**config.mk**
```make
export PLATFORM = sky130hd
export DESIGN_NAME = button_debouncer
export DESIGN_NICKNAME = d
export VERILOG_FILES = /design/src/rtl/button_debouncer.sv
export SDC_FILE = /design/constraint.sdc
export NUM_CORES = 1
export LEC_CHECK = 0
export CAP_MARGIN = 10
export CORE_MARGIN = 2
export CORE_UTILIZATION = 30
export CTS_BUF_LIST = sky130_fd_sc_hd__clkbuf_8 sky130_fd_sc_hd__clkbuf_16
export CTS_CLUSTER_DIAMETER = 200
export DETAILED_ROUTE_END_ITERATION = 16
export GPL_TIMING_DRIVEN = 0
export SLEW_MARGIN = 20
export SYNTH_ARGS = -nofsm -noshare
export SYNTH_HDL_FRONTEND = slang
export SYNTH_SLANG_ARGS = --single-unit
```
**constraint.sdc**
```tcl
create_clock -name clk -period 2.8 [get_ports clk]
set_clock_uncertainty 0.2 [all_clocks]
set_input_delay 0.56 -clock clk [delete_from_list [all_inputs] [get_ports clk]]
set_output_delay 0.56 -clock clk [all_outputs]
set_load 0.05 [all_outputs]
```
**src/rtl/button_debouncer.sv**
```systemverilog
// Pushbutton debouncer with auto-repeat: a two-flop synchronizer feeds a debounce/hold FSM
// that emits one-cycle decr_pulse requests on an accepted press and at each auto-repeat interval.
module button_debouncer #(
    parameter int ACTIVE_LOW    = 1,
    parameter int CNT_W         = 25,
    parameter int DEB_CYCLES    = 500000,
    parameter int HOLD_CYCLES   = 25000000,
    parameter int REPEAT_CYCLES = 5000000
) (
    input  logic clk,
    input  logic rst,
    input  logic btn_in,
    output logic decr_pulse,
    output logic btn_state,
    output logic repeat_active
);

    localparam logic             IDLE_LVL    = (ACTIVE_LOW != 0) ? 1'b1 : 1'b0;
    localparam logic [CNT_W-1:0] DEB_LAST    = CNT_W'(DEB_CYCLES - 1);
    localparam logic [CNT_W-1:0] HOLD_LAST   = CNT_W'(HOLD_CYCLES - 1);
    localparam logic [CNT_W-1:0] REPEAT_LAST = CNT_W'(REPEAT_CYCLES - 1);
    localparam logic [CNT_W-1:0] CNT_ONE     = CNT_W'(1);
    localparam bit               DEB_ONE     = (DEB_CYCLES == 1);

    typedef enum logic [2:0] {
        IDLE,
        PRESS_WAIT,
        PRESSED,
        REPEAT,
        RELEASE_WAIT
    } state_t;

    logic             sync1_q, sync1_d;
    logic             sync2_q, sync2_d;
    state_t           state_q, state_d;
    logic [CNT_W-1:0] cnt_q, cnt_d;
    logic             decr_pulse_q, decr_pulse_d;
    logic             btn_state_q, btn_state_d;
    logic             repeat_active_q, repeat_active_d;
    logic             s;

    always_ff @(posedge clk) begin
        if (rst) begin
            sync1_q         <= IDLE_LVL;
            sync2_q         <= IDLE_LVL;
            state_q         <= IDLE;
            cnt_q           <= '0;
            decr_pulse_q    <= 1'b0;
            btn_state_q     <= 1'b0;
            repeat_active_q <= 1'b0;
        end else begin
            sync1_q         <= sync1_d;
            sync2_q         <= sync2_d;
            state_q         <= state_d;
            cnt_q           <= cnt_d;
            decr_pulse_q    <= decr_pulse_d;
            btn_state_q     <= btn_state_d;
            repeat_active_q <= repeat_active_d;
        end
    end

    always_comb begin
        sync1_d      = btn_in;
        sync2_d      = sync1_q;
        s            = sync2_q ^ IDLE_LVL;
        state_d      = state_q;
        cnt_d        = cnt_q + CNT_ONE;
        decr_pulse_d = 1'b0;

        case (state_q)
            IDLE: begin
                cnt_d = '0;
                if (s) begin
                    // A single-cycle debounce is satisfied by the sample that leaves IDLE.
                    if (DEB_ONE) begin
                        state_d      = PRESSED;
                        decr_pulse_d = 1'b1;
                    end else begin
                        state_d = PRESS_WAIT;
                        cnt_d   = CNT_ONE;
                    end
                end
            end
            PRESS_WAIT: begin
                if (!s) begin
                    state_d = IDLE;
                    cnt_d   = '0;
                end else if (cnt_q == DEB_LAST) begin
                    state_d      = PRESSED;
                    cnt_d        = '0;
                    decr_pulse_d = 1'b1;
                end
            end
            PRESSED, REPEAT: begin
                if (!s) begin
                    if (DEB_ONE) begin
                        state_d = IDLE;
                        cnt_d   = '0;
                    end else begin
                        state_d = RELEASE_WAIT;
                        cnt_d   = CNT_ONE;
                    end
                end else if (cnt_q == ((state_q == PRESSED) ? HOLD_LAST : REPEAT_LAST)) begin
                    state_d      = REPEAT;
                    cnt_d        = '0;
                    decr_pulse_d = 1'b1;
                end
            end
            RELEASE_WAIT: begin
                // Re-press during release bounce returns to PRESSED without a new pulse.
                if (s) begin
                    state_d = PRESSED;
                    cnt_d   = '0;
                end else if (cnt_q == DEB_LAST) begin
                    state_d = IDLE;
                    cnt_d   = '0;
                end
            end
            default: begin
                state_d = IDLE;
                cnt_d   = '0;
            end
        endcase

        btn_state_d     = (state_d == PRESSED) || (state_d == REPEAT) || (state_d == RELEASE_WAIT);
        repeat_active_d = (state_d == REPEAT);
    end

    assign decr_pulse    = decr_pulse_q;
    assign btn_state     = btn_state_q;
    assign repeat_active = repeat_active_q;

endmodule
```
==> metrics.yaml, run 1 <==
outcome:
  run_status: "completed"
timing:
  finalHoldViolations: 0
  setup_tns_ns: 0
  setup_viol: 0
  rsz0062_at_grt: "false"
  min_period_over_period: 0.919
  min_period_ns: 2.57
  slew-limit-headroom: 0.568
  fin_ws_ns: 0.226
  fin_hold_ws_ns: 0.211
  worst_slew_pin_slew_ns: 0.642
  report.final.slew_viol_count: 0
  fmax_mhz: 388
layout:
  final_area_um2: 1850
  num_antenna_cells: 0
  synthToLayoutAreaGrowth_pct: 15.2
  drive_gt1_frac: 0.0707
  final_nets: 201
clocking:
  cts.clk_slew.worst_paths_ns: 0.07
  cts.root.buffer_cell: "clkbuf_8"
  cts_resized: 0
  post_cts_buffers: 0
  h-tree-depth: 2
  cts_tree: "yes"
  numClockSinks: 33
  cts_buffer_depth: 2
  clock_latency_ns: 0.28
  holdBufCountCts: 0
  cts_buffers: 5
global_routing:
  grt_max_degree: 11
  top_usage_layer: "met2"
  use_met3: 0.0353
  grt_util_all_layers: 0.117
  antenna_found_initial: 0
  use_met1: 0.165
  grt_pass1_vias: 1206
  grt_overflow: 0
  grt_pass1_wl_um: 5640
  met2_usage: 0.174
synth:
  syn_avg_cell_area_um2: 8.61
  synth_top_area_frac: 0.413
  syn_area_um2: 1600
  synthTopCellsByArea: "dfxtp_1, xnor2_1, nor2_1"
  yosysTopAreaCell: "dfxtp_1"
  yosysUniqueCellTypes: 37
  syn_nets: 190
  ys_ff_latch: 33
  yosys_warnings: 0
  postSynthCellCount: 186
  ys_seq_area_frac: 0.413
worst_setup_path:
  startpoint_type: "flop"
  r2r_slack_ns: 0.23
  cp_slowest_stage_delay_ns: 0.62
  critPathRequiredTime_ns: 2.77
  path_class: "reg -> reg"
  r2r-start: "cnt_q[10]$_SDFF_PP0_"
  critPathMaxFanout: 10
  r2r_cells: 7
  cp-end-kind: "flop"
  worst-path-buf-inv: 2
  arrival_ns: 2.54
  path_cells: "clkbuf_1 -> nor4_1 -> nand4_1 -> or3_1 -> a32oi_4 -> buf_6 -> nor2_1"
  crit_family: "simple AND/OR/NAND/NOR gates"
  r2r_end: "cnt_q[23]$_SDFF_PP0_"
  cp_slowest_cell: "nor4_1"
power_and_ir_drop:
  peakVddDrop_mv: 0.312
  p_per_area_nw_per_um2: 508
  leakage_uw: 0.000537
floorplanning:
  die-width_um: 77.1
  num_rows: 26
  initial_utilization: 0.312
  core-area_um2: 5140
  die_y_um: 77.1
  fp.dieArea_um2: 5940
  pin_count: 6
route:
  drt-initial-drc-count: 77
  dr.pass1.iters: 4
  wl_um: 3160
  wl_per_cell_um: 11.8
  ant_nets: 0
  routed_via_density: 4.86
  drc_errors: 0
  vias: 1303
placed_design:
  dp_hpwl_um: 2270
  gp_congestion: 0.814
  dp_slack_ns: 0.299
  io_buffers: 4
  post_dp_cell_area_um2: 1730
hold_path:
  hp-start: "sync1_q$_SDFF_PP1_"
  min_to: "sync2_q$_SDFF_PP1_"
  hold_depth: 1
  min_path_type: "reg -> reg"
run:
  cap_violations: 0
-- sequential cells by signal (all words and copies together) (netlist names) --
signal         flops
btn_state          1
cnt_q             25
decr_pulse         1
repeat_active      1
state_q            3
sync1_q            1
sync2_q            1
-- power breakdown --
group	switching, uW	internal, uW
Sequential	1.74	472
Clock	168	286
Combinational	5.65	5.15
Total	175	763
-- cells by family after synthesis --
kind of cell / share of synthesized area
AND/OR/NAND/NOR: 0.348
flip-flops: 0.412
XOR/XNOR: 0.120
buffers and inverters: 0.0445
AO/OA/AOI/OAI: 0.0672
adder cells (fa/ha/maj): 0.00781
-- stage by stage --
stage,total power (uW),cells,util
global placement,495,260,0.336
detailed placement,495,260,0.336
finish,938,268,0.359
floorplan,492,186,-
global route,980,268,0.359
CTS,954,268,0.359
-- how the worst max path moves through the flow --
stage          cells past startpoint  slack [ns]                    to            startpoint
3_3_place_gp                       7        0.30  cnt_q[23]$_SDFF_PP0_  cnt_q[10]$_SDFF_PP0_
5_1_grt                            7         0.1  cnt_q[23]$_SDFF_PP0_  cnt_q[10]$_SDFF_PP0_
6_report                           7        0.23  cnt_q[23]$_SDFF_PP0_  cnt_q[10]$_SDFF_PP0_
3_5_place_dp                       7        0.30  cnt_q[18]$_SDFF_PP0_  cnt_q[10]$_SDFF_PP0_
2_1_floorplan                      6        0.55  cnt_q[24]$_SDFF_PP0_  cnt_q[21]$_SDFF_PP0_
4_1_cts                            7        0.23  cnt_q[12]$_SDFF_PP0_  cnt_q[10]$_SDFF_PP0_
-- per-layer routing --
metal	routed length, um	part of all wire
met5	0	0
met4	16	0.0051
met3	139	0.044
met2	1380	0.44
met1	1630	0.51
-- worst register-to-register path, cell delays in order (launching register included) --
cell	delay, ns
dfxtp_1	0.30
clkbuf_1	0.17
nor4_1	0.62
nand4_1	0.22
or3_1	0.41
a32oi_4	0.29
buf_6	0.19
nor2_1	0.06
-- cell usage in the layout, fill, tap and decap left out, types with 2 or more instances in the layout --
master,synthesis,final
a21oi_1,4,4
a31oi_1,2,2
and3_1,6,6
and4_1,2,2
buf_6,2,2
clkbuf_1,8,8
clkbuf_8,0,6
clkdlybuf4s50_1,0,4
dfxtp_1,33,33
inv_1,5,6
nand2_1,8,8
nand3_1,9,9
nand3b_1,2,2
nand4_1,9,9
nor2_1,27,27
nor2b_1,2,2
nor3_1,15,15
nor3b_1,3,3
nor4_1,5,5
nor4b_1,3,3
or2_2,2,2
or3_1,2,2
xnor2_1,15,15
xor2_1,7,7
-- cells in the mapped netlist --
cell,number
a21o_1,1
ha_1,1
buf_6,2
a21boi_0,1
nor4b_1,3
a211oi_1,1
nor2b_1,2
a31oi_1,2
and2_0,1
nor4_1,5
dfxtp_1,33
or3_1,2
nor2_1,27
clkbuf_1,8
or3b_2,1
nand2b_1,1
and4_1,2
or2_2,2
inv_1,5
nor3_1,15
o2111ai_1,1
and3_1,6
nand2_1,8
xnor2_1,15
nand3b_1,2
nor3b_1,3
xor2_1,7
or4bb_1,1
or2_1,1
or4b_1,1
a32oi_4,1
o2111a_1,1
a21oi_1,4
nand4_1,9
o21ai_1,1
nand3_1,9
nor4_2,1
-- cell type report --
cell class	count	area, um^2
Tap cell	70	87.6
Clock inverter	2	33.8
Multi-Input combinational cell	138	870
Clock buffer	6	82.6
Buffer	10	52.6
Inverter	5	18.8
Timing Repair Buffer	4	40.0
Sequential cell	33	661
Fill cell	570	3290
Note: power is estimated with default switching activity, not from simulation.
==> run 2: changes to the inputs <==
Settings changed: CTS_BUF_LIST sky130_fd_sc_hd__clkbuf_8 sky130_fd_sc_hd__clkbuf_16 to sky130_fd_sc_hd__clkbuf_4 sky130_fd_sc_hd__clkbuf_8.
==> metrics.yaml, run 2 (synthesized netlist as in run 1, its figures left out) <==
outcome:
  run_status: "completed"
route:
  wl_per_cell_um: 11.9  # +0.82%
  routed_via_density: 4.84  # -0.54%
  drt-initial-drc-count: 72  # -6.5%
  wl_um: 3190  # +0.82%
  drc_errors: 0  # unchanged
  vias: 1296  # -0.54%
  ant_nets: 0  # unchanged
  dr.pass1.iters: 4  # unchanged
layout:
  reg_top3: "cnt_q: 25 flops, state_q: 3 flops"
  synthToLayoutAreaGrowth_pct: 15.5
  fillCellCount: 571  # +0.18%
  layout_common_cells: "dfxtp_1, nor2_1, nor3_1, xnor2_1"
  num_antenna_cells: 0  # unchanged
  layout_commonest_cell: "dfxtp_1"
  multi_input_area_um2: 870  # unchanged
  drive_gt1_frac: 0.0758  # +0.00505
  largest_reg_flops: 25  # unchanged
  final_nets: 201  # unchanged
  top_register: "cnt_q"
  fin_cells: 268  # unchanged
  regArea_um2: 661  # unchanged
placed_design:
  dp_hpwl_um: 2270  # unchanged
  dp_slack_ns: 0.299  # unchanged
  place_inst: 260  # unchanged
  io_buffers: 4  # unchanged
  gp_congestion: 0.814  # unchanged
timing:
  report.final.slew_viol_count: 0  # unchanged
  min_period_ns: 2.58  # +0.00459 ns
  setup_tns_ns: 0  # unchanged
  fmax_mhz: 388  # -0.18%
  setup_viol: 0  # unchanged
  rsz0062_at_grt: "false"
  worst_slew_pin_slew_ns: 0.645  # +0.00351 ns
  fin_ws_ns: 0.221  # -0.00459 ns
  slew-limit-headroom: 0.566  # -0.00237
  fin_hold_ws_ns: 0.211  # -0.000367 ns
  min_period_over_period: 0.921  # +0.00164
  finalHoldViolations: 0  # unchanged
run:
  cap_violations: 0  # unchanged
floorplanning:
  core-area_um2: 5140  # unchanged
  die_y_um: 77.1  # unchanged
  fp.dieArea_um2: 5940  # unchanged
  num_rows: 26  # unchanged
  die-width_um: 77.1  # unchanged
  initial_utilization: 0.312  # unchanged
  pin_count: 6  # unchanged
global_routing:
  grt_pass1_vias: 1214  # +0.66%
  grt_pass1_wl_um: 5660  # +0.48%
  grt_util_all_layers: 0.118  # +0.000743
  antenna_found_initial: 0  # unchanged
  grt_max_degree: 11  # unchanged
  grt_overflow: 0  # unchanged
worst_setup_path:
  critPathMaxFanout: 10  # unchanged
  critPathRequiredTime_ns: 2.77  # about the same
  path_class: "reg -> reg"
  r2r_end: "cnt_q[23]$_SDFF_PP0_"
  startpoint_type: "flop"
  r2r_slack_ns: 0.22  # about the same
  r2r_cells: 7  # unchanged
  r2r-start: "cnt_q[10]$_SDFF_PP0_"
  arrival_ns: 2.54  # about the same
  cp-end-kind: "flop"
power_and_ir_drop:
  p_total_uw: 951  # +1.4%
  p_per_area_nw_per_um2: 514  # +1.2%
  leakage_uw: 0.000536  # -0.14%
  peakVddDrop_mv: 0.313  # about the same
clocking:
  clock_latency_ns: 0.28  # about the same
  cts_buffer_depth: 2  # unchanged
  cts_buffers: 5  # unchanged
  cts_resized: 0  # unchanged
  post_cts_buffers: 0  # unchanged
  cts.clk_slew.worst_paths_ns: 0.07  # about the same
  holdBufCountCts: 0  # unchanged
  cts_tree: "yes"
  numClockSinks: 33  # unchanged
  cts.root.buffer_cell: "clkbuf_8"
  h-tree-depth: 2  # unchanged
hold_path:
  min_path_type: "reg -> reg"
  hp-start: "sync1_q$_SDFF_PP1_"
  hold_depth: 1  # unchanged
  min_to: "sync2_q$_SDFF_PP1_"
==> run 2: report_power, final <==
part	total (uW)	switching, uW	leakage [uW]	internal [uW]
Sequential	473	1.74	0.000266	472
Clock	467	167	0.0000619	300
Combinational	10.8	5.63	0.000208	5.15
==> run 2: worst max-delay path, stage by stage, from the launching register on <==
cell and delay [ns]:
dfxtp_1 0.30, clkbuf_1 0.17, nor4_1 0.63, nand4_1 0.22, or3_1 0.41, a32oi_4 0.29
buf_6 0.20, nor2_1 0.05
==> run 2: worst max-delay path by stage <==
stage                    startpoint              endpoint  slack (ns)  cells past startpoint
2_1_floorplan  cnt_q[21]$_SDFF_PP0_  cnt_q[24]$_SDFF_PP0_        0.55                      6
3_3_place_gp   cnt_q[10]$_SDFF_PP0_  cnt_q[23]$_SDFF_PP0_        0.30                      7
3_5_place_dp   cnt_q[10]$_SDFF_PP0_  cnt_q[18]$_SDFF_PP0_        0.30                      7
4_1_cts        cnt_q[10]$_SDFF_PP0_  cnt_q[12]$_SDFF_PP0_        0.23                      7
5_1_grt        cnt_q[10]$_SDFF_PP0_  cnt_q[23]$_SDFF_PP0_         0.1                      7
6_report       cnt_q[10]$_SDFF_PP0_  cnt_q[23]$_SDFF_PP0_        0.22                      7
==> run 2: routing by layer <==
metal  track usage  wire, um  up-vias
li1              -         -      678
met1         0.165      1690      600
met2         0.176      1400       16
met3        0.0353        90        2
met4        0.0321        16        0
met5             0         0        -
==> run 2: per-stage QoR <==
step / util / instance area (um^2)
final: 0.360 / 1850
after global routing: 0.360 / 1850
after CTS: 0.360 / 1850
after detailed placement: 0.336 / 1730
after global placement: 0.336 / 1730
after floorplan: - / 1600
==> run 2: layout make-up <==
type,instances,share of cell area
well taps,70,0.0474
multi-input cells,138,0.470
clock buffers,7,0.0487
inverters,5,0.0101
flip-flops and latches,33,0.357
clock inverters,1,0.0162
repair buffers,4,0.0217
plain buffers,10,0.0284
==> run 3: changes to the inputs <==
Settings changed: CORE_ASPECT_RATIO set to 1.2, CORE_MARGIN 2 to not set, PLACE_DENSITY_LB_ADDON set to 0.05.
==> metrics.yaml, run 3 (synthesized netlist as in run 1, its figures left out) <==
worst_setup_path:
  cp-end-kind: "flop"
  startpoint_type: "flop"
  cp_slowest_stage_delay_ns: 0.61  # -0.02 ns
  r2r_end: "cnt_q[18]$_SDFF_PP0_"
  critPathRequiredTime_ns: 2.77  # about the same
  cp.depth: 7  # unchanged
  crit_start: "cnt_q[10]$_SDFF_PP0_"
  crit_family: "simple AND/OR/NAND/NOR gates"
  worst-path-buf-inv: 2  # unchanged
  r2r-start: "cnt_q[10]$_SDFF_PP0_"
  r2r_slack_ns: 0.23  # about the same
  critPathMaxFanout: 10  # unchanged
  arrival_ns: 2.54  # about the same
  endpoint: "cnt_q[18]$_SDFF_PP0_"
  path_class: "reg -> reg"
  path_cells: "clkbuf_1 -> nor4_1 -> nand4_1 -> or3_1 -> a32oi_4 -> buf_6 -> nor2_1"
  cp_slowest_cell: "nor4_1"
  r2r_cells: 7  # unchanged
outcome:
  run_status: "completed"
power_and_ir_drop:
  leakage_uw: 0.000536  # unchanged
  p_per_area_nw_per_um2: 523  # +1.7%
  peakVddDrop_mv: 0.246  # -21%
layout:
  final_area_um2: 1840  # -0.68%
  synthToLayoutAreaGrowth_pct: 14.7
  fillCellCount: 538  # -5.8%
  layout_common_cells: "dfxtp_1, nor2_1, nor3_1, xnor2_1"
  drive_gt1_frac: 0.0758  # unchanged
  multi_input_area_um2: 870  # unchanged
  regArea_um2: 661  # unchanged
  num_antenna_cells: 0  # unchanged
  reg_top3: "cnt_q: 25 flops, state_q: 3 flops"
  largest_reg_flops: 25  # unchanged
  layout_commonest_cell: "dfxtp_1"
  final_util: 0.364  # +0.00430
  final_nets: 201  # unchanged
  top_register: "cnt_q"
timing:
  worst_slew_pin_slew_ns: 0.633  # -0.0127 ns
  finalHoldViolations: 0  # unchanged
  report.final.slew_viol_count: 0  # unchanged
  min_period_over_period: 0.918  # -0.00340
  setup_viol: 0  # unchanged
  fmax_mhz: 389  # +0.37%
  min_period_ns: 2.57  # -0.00951 ns
  slew-limit-headroom: 0.574  # +0.00855
  setup_tns_ns: 0  # unchanged
  fin_ws_ns: 0.230  # +0.00951 ns
  rsz0062_at_grt: "false"
clocking:
  post_cts_buffers: 0  # unchanged
  holdBufCountCts: 0  # unchanged
  cts.root.buffer_cell: "clkbuf_8"
  cts_tree: "yes"
  cts_buffers: 5  # unchanged
  cts.clk_slew.worst_paths_ns: 0.07  # about the same
  clock_latency_ns: 0.28  # about the same
  cts_buffer_depth: 2  # unchanged
  cts_resized: 0  # unchanged
  numClockSinks: 33  # unchanged
  h-tree-depth: 2  # unchanged
global_routing:
  grt_pass1_wl_um: 6050  # +6.8%
  grt_util_all_layers: 0.147  # +0.0290
  grt_pass1_vias: 1251  # +3.0%
  grt_max_degree: 11  # unchanged
  antenna_found_initial: 0  # unchanged
  grt_overflow: 0  # unchanged
route:
  drc_errors: 0  # unchanged
  wl_um: 3530  # +11%
  wl_per_cell_um: 13.7  # +15%
  ant_nets: 0  # unchanged
  drt-initial-drc-count: 64  # -11%
  vias: 1323  # +2.1%
  dr.pass1.iters: 4  # unchanged
  routed_via_density: 5.13  # +6.0%
floorplanning:
  num_rows: 28  # +7.7%
  die-width_um: 68.7  # -11%
  die_y_um: 82.0  # +6.5%
  initial_utilization: 0.317  # +0.00587
  core-area_um2: 5040  # -1.9%
  pin_count: 6  # unchanged
  fp.dieArea_um2: 5640  # -5.1%
placed_design:
  dp_slack_ns: 0.258  # -0.0413 ns
  io_buffers: 4  # unchanged
  dp_hpwl_um: 2560  # +13%
  gp_congestion: 0.797  # -2.2%
  post_dp_cell_area_um2: 1720  # -0.72%
run:
  cap_violations: 0  # unchanged
hold_path:
  hp-start: "sync1_q$_SDFF_PP1_"
  min_path_type: "reg -> reg"
## run 3: cell counts in the layout (fill, tap and decap cells not counted)
Identical to the previous run, type by type.
## run 3: area by class of cell
cell class / count / area share
multi-input cells: 138 / 0.473
clock inverters: 1 / 0.0163
well taps: 60 / 0.0409
inverters: 5 / 0.0102
flip-flops and latches: 33 / 0.360
repair buffers: 4 / 0.0218
clock buffers: 7 / 0.0490
plain buffers: 10 / 0.0286
## run 3: how the worst min path moves through the flow
| stage | depth (start not counted) | endpoint | slack (ns) |
|---|---|---|---|
| after floorplan | 1 | sync2_q$_SDFF_PP1_ | 0.19 |
| after global routing | 1 | sync2_q$_SDFF_PP1_ | 0.24 |
| after CTS | 1 | sync2_q$_SDFF_PP1_ | 0.22 |
| after detailed placement | 1 | sync2_q$_SDFF_PP1_ | 0.20 |
| after global placement | 1 | sync2_q$_SDFF_PP1_ | 0.20 |
| final | 1 | sync2_q$_SDFF_PP1_ | 0.21 |
## run 3: where the power goes
part           internal (uW)  leakage (uW)  switching [uW]
Clock                    300     0.0000619             177
Sequential               472      0.000266            1.87
Combinational           5.09      0.000208            5.67
## run 3: per-stage QoR
stage	power, uW	hold slack [ns]	std cells
after floorplan	492	0.189	186
after global placement	495	0.196	250
after detailed placement	495	0.197	250
after CTS	974	0.216	258
after global routing	998	0.240	258
final	961	0.213	258
## run 3: worst register-to-register path, cell delays in order (launching register included)
cell and delay [ns]:
dfxtp_1 0.30, clkbuf_1 0.17, nor4_1 0.62, nand4_1 0.21
or3_1 0.41, a32oi_4 0.30, buf_6 0.20, nor2_1 0.06
## run 3: per-layer routing
layer | wire (um) | part of all wire | track usage | vias up
li1 | - | - | - | 680
met2 | 1650 | 0.47 | 0.240 | 28
met4 | 43 | 0.012 | 0.0551 | 0
met1 | 1720 | 0.49 | 0.183 | 611
met5 | 0 | 0 | 0 | -
met3 | 112 | 0.032 | 0.0375 | 4
